===== src/rtl/dmem_arbiter.sv =====
// Two-port round-robin arbiter in front of a single-ported data memory.
// Each accepted request owns the memory for one ACCESS cycle. Completion
// (done/err/rdata) is registered and presented in the following cycle.
module dmem_arbiter #(
  parameter int MEM_WORDS = 1024
) (
  input  logic        clk,
  input  logic        reset,
  input  logic        p0_req,
  input  logic        p1_req,
  input  logic        p0_we,
  input  logic        p1_we,
  input  logic [31:0] p0_addr,
  input  logic [31:0] p1_addr,
  input  logic [31:0] p0_wdata,
  input  logic [31:0] p1_wdata,
  output logic        p0_gnt,
  output logic        p1_gnt,
  output logic        p0_done,
  output logic        p1_done,
  output logic        p0_err,
  output logic        p1_err,
  output logic [31:0] p0_rdata,
  output logic [31:0] p1_rdata,
  output logic [31:0] mem_address,
  output logic [31:0] mem_write_data,
  output logic        mem_write,
  output logic        mem_read,
  input  logic [31:0] mem_read_data,
  output logic        busy
);

  typedef enum logic {IDLE, ACCESS} state_t;

  // One byte past the last valid word; 33 bits so large MEM_WORDS cannot wrap.
  localparam logic [32:0] ADDR_LIMIT = 33'(MEM_WORDS) * 33'd4;

  state_t      state, state_next;
  logic        last_grant;
  logic        lat_we, lat_port, lat_err;
  logic [31:0] lat_addr, lat_wdata;

  logic        accept, winner, win_we, win_err;
  logic [31:0] win_addr, win_wdata;
  logic        in_access, valid_access;

  // Pick the winner: a lone requester wins, a tie goes to the port not granted last.
  always_comb begin
    accept    = (state == IDLE) && (p0_req || p1_req);
    winner    = 1'b0;
    if (p0_req && p1_req)
      winner = ~last_grant;
    else if (p1_req)
      winner = 1'b1;
    win_we    = winner ? p1_we    : p0_we;
    win_addr  = winner ? p1_addr  : p0_addr;
    win_wdata = winner ? p1_wdata : p0_wdata;
    win_err   = (win_addr[1:0] != 2'b00) || ({1'b0, win_addr} >= ADDR_LIMIT);
  end

  // State register.
  always_ff @(posedge clk) begin
    if (reset)
      state <= IDLE;
    else
      state <= state_next;
  end

  // Next state plus all combinational outputs; reset gates the memory strobes.
  always_comb begin
    state_next     = state;
    in_access      = (state == ACCESS);
    valid_access   = in_access && !lat_err;
    busy           = in_access;
    p0_gnt         = in_access && !lat_port;
    p1_gnt         = in_access && lat_port;
    mem_address    = 32'd0;
    mem_write_data = 32'd0;
    mem_write      = 1'b0;
    mem_read       = 1'b0;
    case (state)
      IDLE:   if (accept) state_next = ACCESS;
      ACCESS: state_next = IDLE;
      default: state_next = IDLE;
    endcase
    if (in_access) begin
      mem_address = lat_addr;
      if (valid_access && lat_we)
        mem_write_data = lat_wdata;
      mem_write = valid_access && lat_we && !reset;
      mem_read  = valid_access && !lat_we && !reset;
    end
  end

  // Capture the winning request's operands and remember who was granted.
  always_ff @(posedge clk) begin
    if (reset) begin
      last_grant <= 1'b1;
      lat_we     <= 1'b0;
      lat_port   <= 1'b0;
      lat_err    <= 1'b0;
      lat_addr   <= 32'd0;
      lat_wdata  <= 32'd0;
    end else if (accept) begin
      last_grant <= winner;
      lat_we     <= win_we;
      lat_port   <= winner;
      lat_err    <= win_err;
      lat_addr   <= win_addr;
      lat_wdata  <= win_wdata;
    end
  end

  // Register completion at the edge ending ACCESS; rdata holds until the next done.
  always_ff @(posedge clk) begin
    if (reset) begin
      p0_done  <= 1'b0;
      p1_done  <= 1'b0;
      p0_err   <= 1'b0;
      p1_err   <= 1'b0;
      p0_rdata <= 32'd0;
      p1_rdata <= 32'd0;
    end else begin
      p0_done <= 1'b0;
      p1_done <= 1'b0;
      p0_err  <= 1'b0;
      p1_err  <= 1'b0;
      if (state == ACCESS) begin
        if (!lat_port) begin
          p0_done  <= 1'b1;
          p0_err   <= lat_err;
          p0_rdata <= (!lat_we && !lat_err) ? mem_read_data : 32'd0;
        end else begin
          p1_done  <= 1'b1;
          p1_err   <= lat_err;
          p1_rdata <= (!lat_we && !lat_err) ? mem_read_data : 32'd0;
        end
      end
    end
  end

endmodule

===== config.mk =====
export PLATFORM = sky130hd
export DESIGN_NAME = dmem_arbiter
export DESIGN_NICKNAME = d
export VERILOG_FILES = /design/src/rtl/dmem_arbiter.sv
export SDC_FILE = /design/constraint.sdc
export NUM_CORES = 1
export LEC_CHECK = 0
export CAP_MARGIN = 30
export CORE_UTILIZATION = 43
export DETAILED_ROUTE_END_ITERATION = 8
export PLACE_DENSITY_LB_ADDON = 0.3
export SETUP_SLACK_MARGIN = 0.05
export SKIP_CTS_REPAIR_TIMING = 1
export SLEW_MARGIN = 20
export SYNTH_ARGS = -nofsm -noshare
export SYNTH_HDL_FRONTEND = slang
export SYNTH_SLANG_ARGS = --single-unit
export TNS_END_PERCENT = 5

===== constraint.sdc =====
create_clock -name clk -period 3.25 [get_ports clk]
set_clock_uncertainty 0.15 [all_clocks]
set_input_delay 0.65 -clock clk [delete_from_list [all_inputs] [get_ports clk]]
set_output_delay 0.65 -clock clk [all_outputs]
set_load 0.05 [all_outputs]

# After elaboration in Yosys (flattened, before gate mapping)
# Cells that the tools add are included.
# totals
in_bits,166
regBits,137
word_cells,54
# classes
n_mux,15
magnitude_cmp,1
n_reduce_logical,22
bitwise,3
# ops
operator,count
$mux W32,6
$ge A32 B13 Y1 const B,1
$logic_and A1 B1 Y1,10
$mux W1,8
$reduce_or A3 Y1,2
$logic_not A1 Y1,4
$reduce_and A2 Y1,2
$not A1 Y1,3
$logic_or A1 B1 Y1,2
$pmux W1 S2,1
$reduce_bool A2 Y1,1
$reduce_or A2 Y1,1

# Logic depth before layout (Yosys ltp)
# logic_depth
word_depth,5
mapped_depth,6
depth_no_buf,4

# Least setup slack after synthesis
# OpenSTA, ideal clock, no wires.
# synth_timing
kind,reg2out
from,register state (netlist: busy)
to,output mem_write
path_slack_ns,-0.132
arrival_ns,2.582
n_path_buf,1
path_stages_with_launch,4
required_time_ns,2.450
cell_sequence,dfxtp_1 -> buf_4 -> inv_1 -> nor4b_1
# synth_via
elab_chain_cells,4
# synth_lines
element,line,rtl
"start, declared",38,"state_t state, state_next;"
"start signal, assigned",66,state <= state_next;
$logic_and A1 B1 Y1,73,valid_access = in_access && !lat_err;
$logic_and A1 B1 Y1 (2 in a row),90,mem_write = valid_access && lat_we && !reset;
$mux W1 *,86,if (in_access) begin
"end, declared",27,"output logic mem_write,"
# Mark *: on every way between the ends. The rest lies on a longest branch, timed or not.

# Worst setup path in the final report
# layout_timing
from,register state (netlist: busy)
to,output mem_address[9]
# layout_via
elab_chain_cells,1
# layout_lines
element,line,rtl
$mux W32,86,
"end, declared",25,"output logic [31:0] mem_address,"
# No other way between the ends.

==> impl_metrics.toml <==
[global_route]
grt.busiest_layer = "met2"
use_met3 = 0.0960
grt_max_degree = 111
met1_usage = 0.299
antenna_found_initial = 1
grt_pass1_wl_um = 29900
grt_use_met2 = 0.450
grt_overflow = 0
grtUsageTotal = 0.267
grt_pass1_vias = 5735

[placed_design]
placed_cells = 1129
dp_hpwl_um = 13700
portBuffers = 302
postPlaceCellArea_um2 = 9440
globalplace.congestion = 0.853

[min_path]
hp-class = "reg -> reg"

[floorplanning]
start_util = 0.447
die_x_um = 120
chipHeight_um = 120
io_pins = 303
core-area_um2 = 13400
num_rows = 42
die_area_um2 = 14400

[synthesis]
syn_nets = 864
synth_ff_type = "dfxtp_1"
synth_largest_area_cell = "dfxtp_1"
yosysMostFrequentCell = "dfxtp_1"
synthArstFlopShare = 0
synthTopCellsByCount = "dfxtp_1, nor2_1, nand2_1"
yosys_warnings = 0
synthCells = 698
ys_seq_elements = 137
ys_types = 27
synth_area_per_cell_um2 = 8.58
synth-seq-area-share = 0.458
synth_edf_count = 0
netlist_area_um2 = 5990
synthTopCellsByArea = "dfxtp_1, mux2i_1, a211oi_1"
netlist.area_leader.share = 0.458

[setup_path]
reg2reg_depth = 5
cp_top_family = "buffers and inverters"
setup.worst_path.start_class = "flip-flop"
rr_startpoint = "busy"
path_class = "reg -> out"
r2r_setup_slack_ns = 1.41
crit_end = "mem_address[9]"
slowest_delay_ns = 0.81
cp_slowest_cell = "clkdlybuf4s50_1"
arrival_ns = 2.14
cp.depth = 3
required_ns = 2.45
crit_chain = "buf_12 > and2_1 > clkdlybuf4s50_1"
end_kind = "output pin"
worstPathMaxFanout = 26
worstReg2RegEnd = "lat_wdata[3]"
critPathBufInv = 2
crit_start = "busy"

[drt]
via_per_inst = 5.17
drtPass1Iterations = 4
antenna_left = 0
wirelength_um = 19200
drtIter0Drc = 384
drc_errors = 0
vias = 6011
wl_per_cell_um = 16.5

[layout]
fin_nets = 1138
fin_cells = 1162
n_fill_cell = 984
multi_input_area_um2 = 2940
final_area_um2 = 10000
area_growth_pct = 67.0
register_area_um2 = 2740
drive_above_1_share = 0.0964
finish.utilization = 0.747

[cts]
clk_pin_slew_worst_paths_ns = 0.06
cts_max_level = 4
cts_tree = "built"
clock_latency_ns = 0.41
clkSinkCount = 137
cts_buffer_depth = 2
numCtsBuffers = 17
clk_root_buffer_cell = "clkbuf_16"

[sta]
worstMarginPinSlew_ns = 0.616
period_minus_slack_ns = 2.94
fin_tns_setup_ns = 0
drv_slew = 0
grt_setup_unrepaired = "no"
fmax_mhz = 340
hold_violations = 0
setup_viol_count_final = 0
finalCritPeriodShare = 0.905
slew_headroom = 0.589

[pwr]
switching_share = 0.285
pwr_density_cell_nw_per_um2 = 460
power_frac_seq = 0.402
pwr-share-comb = 0.203
clkPwrFrac = 0.395
p_int_w = 0.00329
ir_worst_vdd_mv = 0.343
p_leak_nw = 3.71
finalPower_w = 0.00461
p_sw_w = 0.00131

[job]
drv_cap = 0

[outcome]
status = "complete, no violations"
-- worst reg2reg max path, delay by kind of cell, from the launching register on --
kind	cells	cell delay [ns]
simple gates	2	0.26
flops	1	0.42
compound gates	1	0.26
buf+inv	2	0.66
-- metrics by stage --
step | hold WS [ns] | setup slack [ns]
after floorplan | 0.314 | -0.0205
after global placement | 0.291 | 0.668
after detailed placement | 0.296 | 0.624
after CTS | 0.304 | 0.307
after global routing | 0.318 | 0.182
final | 0.301 | 0.308
-- worst min path at each step --
stage | cells past startpoint | end | startpoint
2_1_floorplan | 2 | lat_addr[28] | lat_addr[28]
3_3_place_gp | 2 | p1_rdata[4] | p1_rdata[4]
3_5_place_dp | 2 | p1_rdata[5] | p1_rdata[5]
4_1_cts | 2 | p1_rdata[5] | p1_rdata[5]
5_1_grt | 2 | p0_rdata[0] | p0_rdata[0]
6_report | 2 | p1_rdata[5] | p1_rdata[5]
-- kinds of logic after synthesis --
kind of cell           count (synthesis)  share of synthesized area
and+or+nand+nor                      295                      0.234
buffers and inverters                 66                     0.0576
DFF                                  137                      0.458
muxes                                 64                      0.107
AOI/OAI and AO/OA                    136                      0.143
-- sequential cells by signal, indices dropped and copies added, names as in the netlist --
| name | flops |
|---|---|
| lat_addr | 32 |
| lat_port | 1 |
| lat_we | 1 |
| p1_rdata | 32 |
| lat_wdata | 32 |
| p1_done | 1 |
| lat_err | 1 |
| p0_err | 1 |
| busy | 1 |
| p0_rdata | 32 |
| last_grant | 1 |
| p1_err | 1 |
| p0_done | 1 |
-- per-layer routing --
metal / up-vias / wire, um
li1: 2981 / -
met1: 2746 / 7240
met2: 240 / 9480
met3: 44 / 1800
met4: 0 / 659
met5: - / 0
-- layout make-up --
type / count / share of cell area
Timing Repair Buffer: 318 / 0.352
Multi-Input combinational cell: 495 / 0.294
Sequential cell: 137 / 0.274
Clock buffer: 18 / 0.0439
Tap cell: 176 / 0.0220
Clock inverter: 14 / 0.0125
Inverter: 3 / 0.00113
Antenna cell: 1 / 0.000250
-- power groups by stage --
stage          Sequential [W]  Combinational, W  Clock [W]
6_report              0.00185          0.000936    0.00182
2_1_floorplan         0.00195          0.000455          0
3_3_place_gp          0.00188          0.000921          0
3_5_place_dp          0.00189          0.000933          0
5_1_grt               0.00186           0.00100    0.00192
4_1_cts               0.00185          0.000940    0.00185
-- layout by cell type, fill, tap and decap left out, types with 3 or more instances in the layout --
cell type and instances:
o21ai_0 3, nand2_1 67, clkinvlp_4 3, nand3_1 65, dfxtp_1 137, nand2b_1 4
inv_1 3, clkbuf_16 17, and2_1 64, clkinv_2 4, nor4_1 9, clkdlybuf4s50_1 260
buf_4 19, mux2i_1 64, a211oi_1 64, a21oi_1 65, clkinv_4 5, buf_12 39
nor2_1 76
No activity file was read; power rests on OpenSTA's default activity.
